===== config.mk =====
export PLATFORM = sky130hd
export DESIGN_NAME = route_dispatch
export DESIGN_NICKNAME = d
export VERILOG_FILES = /design/src/rtl/route_dispatch.sv
export SDC_FILE = /design/constraint.sdc
export NUM_CORES = 1
export LEC_CHECK = 0
export BUFFER_PORTS_ARGS = -buffer_cell sky130_fd_sc_hd__buf_2
export CORE_UTILIZATION = 58
export CTS_CLUSTER_SIZE = 16
export DETAILED_ROUTE_END_ITERATION = 12
export PLACE_DENSITY_LB_ADDON = 0.1
export SETUP_SLACK_MARGIN = 0.3
export SYNTH_ARGS = -nofsm -noshare
export SYNTH_HDL_FRONTEND = slang
export SYNTH_SLANG_ARGS = --single-unit

===== constraint.sdc =====
create_clock -name clk -period 5 [get_ports clk]
set_input_delay 0.25 -clock clk [delete_from_list [all_inputs] [get_ports clk]]
set_output_delay 0.25 -clock clk [all_outputs]
set_load 0.02 [all_outputs]

===== src/rtl/route_dispatch.sv =====
// route_dispatch
//   Receive end of the x_y routing stage. Flits arrive as {route[1:0], header}
//   and wait in a small FIFO. The head entry's route field becomes a one-hot
//   request to one of four output directions. The route field is removed, and
//   the original header is offered to the requested direction.
//
// Ports
//   clk        in   rising-edge clock
//   reset      in   synchronous, active-high; clears all buffered flits
//   in_valid   in   upstream flit valid
//   in_ready   out  buffer can accept a flit (not full, not in reset)
//   in_flit    in   {route, header} from the routing stage
//   out_valid  out  one-hot request: bit0 north, 1 east, 2 south, 3 west
//   out_ready  in   per-direction accept; only the requested bit matters
//   out_header out  head flit with route stripped, shared by all directions
//   count      out  number of entries currently held (0..FIFO_DEPTH)
module route_dispatch #(
  parameter int HEADER_SIZE          = 4,
  parameter int MODIFIED_HEADER_SIZE = 6,
  parameter int FIFO_DEPTH           = 4,
  parameter int PTR_WIDTH            = 2
) (
  input  logic                            clk,
  input  logic                            reset,
  input  logic                            in_valid,
  output logic                            in_ready,
  input  logic [MODIFIED_HEADER_SIZE-1:0] in_flit,
  output logic [3:0]                      out_valid,
  input  logic [3:0]                      out_ready,
  output logic [HEADER_SIZE-1:0]          out_header,
  output logic [PTR_WIDTH:0]              count
);

  logic [MODIFIED_HEADER_SIZE-1:0] r_mem [FIFO_DEPTH];
  logic [PTR_WIDTH-1:0]            r_rd_ptr;
  logic [PTR_WIDTH-1:0]            r_wr_ptr;
  logic [PTR_WIDTH:0]              r_count;

  logic                            w_full;
  logic                            w_empty;
  logic                            w_push;
  logic                            w_pop;
  logic [MODIFIED_HEADER_SIZE-1:0] w_head;
  logic [1:0]                      w_route;

  assign w_full  = (r_count == (PTR_WIDTH+1)'(FIFO_DEPTH));
  assign w_empty = (r_count == '0);
  assign w_head  = r_mem[r_rd_ptr];
  assign w_route = w_head[MODIFIED_HEADER_SIZE-1 -: 2];

  // in_ready depends only on registered state and reset. A pop in the same
  // cycle never frees a slot for a push in that cycle.
  assign in_ready = ~w_full & ~reset;
  assign w_push   = in_valid & in_ready;
  assign w_pop    = |(out_valid & out_ready);
  assign count    = r_count;

  always_comb begin
    out_valid  = '0;
    out_header = '0;
    if (!w_empty) begin
      out_header = w_head[HEADER_SIZE-1:0];
      case (w_route)
        2'b00:   out_valid = 4'b0001;
        2'b01:   out_valid = 4'b0010;
        2'b10:   out_valid = 4'b0100;
        default: out_valid = 4'b1000;
      endcase
    end
  end

  // Storage has no reset. Stale contents are never visible because the
  // outputs are masked while the buffer is empty. A push only goes to a free
  // slot, so the head entry stays stable until it is popped.
  always_ff @(posedge clk) begin
    if (w_push) begin
      r_mem[r_wr_ptr] <= in_flit;
    end
  end

  always_ff @(posedge clk) begin
    if (reset) begin
      r_rd_ptr <= '0;
      r_wr_ptr <= '0;
      r_count  <= '0;
    end else begin
      if (w_push) begin
        r_wr_ptr <= r_wr_ptr + 1'b1;
      end
      if (w_pop) begin
        r_rd_ptr <= r_rd_ptr + 1'b1;
      end
      case ({w_push, w_pop})
        2'b10:   r_count <= r_count + 1'b1;
        2'b01:   r_count <= r_count - 1'b1;
        default: r_count <= r_count;
      endcase
    end
  end

endmodule


==> run summary <==
The cell with the biggest individual delay on the critical path is sky130_fd_sc_hd__mux4_1. The initial core utilization came out at 63.2%. The worst slack on hold paths came out at 0.131 ns. The mean post-synth cell area came out at 15.1 um2. On the critical path the largest part of the delay comes from multiplexers.

The post-CTS setup buffer count came out at 0. The share of post-route cells with drive strength above 1 is 29.0%. The TritonCTS sink count is 33. The worst-case clock skew came out at 0.00512 ns. The global placement routability congestion came out at 0.765. The synthesized netlist cell count is 94. The overall global routing resource usage is 19.8%.

At the later pin of the worst-skew pair, clock insertion delay measures 0.32 ns. The register area share after synthesis came out at 63.3%. The half-perimeter wire length after detailed placement came out at 1630 um.

The overall die width came out at 51.5 um. 25 I/O pins were placed. The worst endpoint data arrival time is 3.31 ns. The setup total negative slack came out at 0 ns. The most used flip-flop cell after synthesis is sky130_fd_sc_hd__edfxtp_1. For this block, wires on met1 add up to 965 um.

The count of nets left with antenna violations after detail routing is 0. The kind of end point of the critical path is a register. The uppermost layer routed is met4. The number of buffers inserted by hold repair at cts is 0. The number of pins with negative max-slew slack in the final report is 0. The number of antenna violations at the first check in global routing is 0. The max-slew headroom at the worst pin is 48.9%. The timing-limited maximum frequency is 0.329 GHz.

The count of yosys warnings during synthesis is 0. The count of antenna diodes in the layout came out at 0. The cell area after synthesis is 1420 um2. Traced cell by cell, the critical path runs through mux4_1 -> mux2i_1 -> o22ai_2 -> ha_1 -> inv_1 -> fa_1 -> xor2_1 -> or3_1 -> a21oi_1.

The H-tree was split into 2 levels. Along the worst path, the maximum fanout reaches 6. The maximum vdd drop came out at 0.317 mV. The number of violations of the max-capacitance limit came out at 0. The total nets after synthesis is 113. The tree is rooted in a sky130_fd_sc_hd__clkbuf_4. The library cells used most frequently in the layout, excluding fill and tap cells, are sky130_fd_sc_hd__buf_2 (24), sky130_fd_sc_hd__edfxtp_1 (24), sky130_fd_sc_hd__nor2_1 (11). Entering global routing, the biggest net connects 13 pins. The final hold violation count came to 0. Sorting the synthesized cells by area gives the leading types as sky130_fd_sc_hd__edfxtp_1 (51%), sky130_fd_sc_hd__dfxtp_1 (13%), sky130_fd_sc_hd__mux4_1 (9.2%), sky130_fd_sc_hd__ha_1 (4.4%), sky130_fd_sc_hd__nor2_1 (2.9%). The number of buffers created by CTS is 5. Detailed routing placed a total of 1170 um of wire on met2. The maximum number of buffers from clock root to sink came out at 2.

In this design, the stage delay of the slowest critical-path cell is 0.72 ns. The placeable core region came out at 2250 um2. The type of the worst setup path is reg -> reg. The routed length on met3 came out at 116 um.

After detailed routing, the number of remaining DRC violations is 0. Counting flops with a built-in enable in the synthesized netlist gives 24. From bottom edge to top edge, the die measures 51.5 um. The post-detailed-routing wire length came out at 2260 um.

The critical path buffer and inverter count came out at 1. The flop and latch count out of synthesis is 33. Setup violations remaining at the end of the flow were counted as 0. The startpoint identified for the worst hold timing path is in_flit[0]. Total power for the finished layout comes to 876 uW. The overall via count from detail_route came out at 831. The required time reported for the critical path endpoint came out at 5.27 ns.

STA classifies the critical path startpoint as a register. The period utilization is 60.8%. For the pin with the worst max-slew slack, the measured transition is 0.761 ns. In this run, the number of DRC markers left after iteration 0 of detailed routing was 7. TritonCTS built the clock tree. The power density over the cells came out at 531 nW/um2. The die area is 2660 um2. Setup repair after global routing left no endpoint under its margin. Global routing finished with a remaining overflow of 0. The run finished with clean final reports. Compared with the post-synthesis result, the final layout area differs by 15.7%. The floorplan has 17 rows. The proportion of synthesized flip-flops having asynchronous set or reset came out at 0%. Dividing the detail-routed wire length by the instance count gives 14.9 um. The ratio of routed vias to standard cells came out at 5.47. The class of the tightest hold or removal check is in -> reg. During placement, the flow inserted port buffers numbering 24. The fraction of synthesized cell area taken by the top area cell type came out at 50.6%.

The largest total area in the synthesized netlist belongs to sky130_fd_sc_hd__edfxtp_1. The number of unique standard cell types used by synthesis came out at 28. The leakage power total came out at 0.000650 uW. The number of nets at the end of the flow is 142. The first-pass GRT wire length came out at 3500 um.

The clock-pin slew reported for the worst setup and hold paths after clock tree synthesis is 0.11 ns. The worst path in the final design needs a cycle of 3.04 ns, including I/O delays and setup. The first detailed-routing pass took 4 iterations. The via count of the first global-routing pass was 773. The number of gates resized after CTS was 0.
[final cells by class]
type,instances,area [um2]
clock inverter,3,46.3
timing repair buffer,24,120
fill,156,607
sequential,33,901
inverter,7,26.3
tap,28,35.0
multi-input combinational,52,482
clock buffer,5,37.5
[flip-flops by register name (all words and copies together), names as in the netlist, named ones only]
register / flops
r_mem: 24
count: 3
r_rd_ptr: 2
r_wr_ptr: 2
[Yosys cell counts, types with 2 or more instances]
cell and number:
sky130_fd_sc_hd__ha_1 5, sky130_fd_sc_hd__mux4_1 5, sky130_fd_sc_hd__inv_1 7, sky130_fd_sc_hd__xnor2_1 2
sky130_fd_sc_hd__nor2_1 11, sky130_fd_sc_hd__mux2i_1 2, sky130_fd_sc_hd__edfxtp_1 24, sky130_fd_sc_hd__nor2b_1 4
sky130_fd_sc_hd__a21oi_1 3, sky130_fd_sc_hd__and3_1 4, sky130_fd_sc_hd__xor2_1 2, sky130_fd_sc_hd__dfxtp_1 9
[kinds of logic after synthesis]
| kind of cell | count (synthesis) | synth area share [%] |
|---|---|---|
| xor gates and xnor gates | 4 | 2.46 |
| adders and majority gates | 6 | 5.80 |
| muxes | 8 | 12.2 |
| AOI/OAI and AO/OA | 8 | 3.87 |
| DFF | 33 | 63.3 |
| and+or+nand+nor | 26 | 9.49 |
| buffers and inverters | 9 | 2.90 |
[through the flow]
step                      area (um2)  instances  setup slack (ns)  util, %
final                           1650        152              1.96     73.1
after global routing            1650        152              1.83     73.1
after CTS                       1650        152              1.94     73.1
after detailed placement        1560        144              1.97     69.4
after global placement          1560        144              2.11     69.4
after floorplan                 1420         94              2.31        -
[power by group]
group | leakage [uW] | switching, uW | internal, uW
logic | 0.000318 | 185 | 133
clock network | 0.0000414 | 92.9 | 106
registers | 0.000291 | 32.5 | 326
[worst paths after layout]
check,to,slack [ns],depth (start not counted)
max,count[2],1.96,9
max reg2reg,count[2],1.96,9
min reg2reg,count[2],0.55,2
min,r_mem[2][0],0.13,1
[per-layer routing]
metal | track usage, % | up-vias
li1 | - | 406
met1 | 23.7 | 399
met2 | 32.7 | 24
met3 | 7.89 | 2
met4 | 6.76 | 0
met5 | 0 | -
No activity file was read; power rests on OpenSTA's default activity.
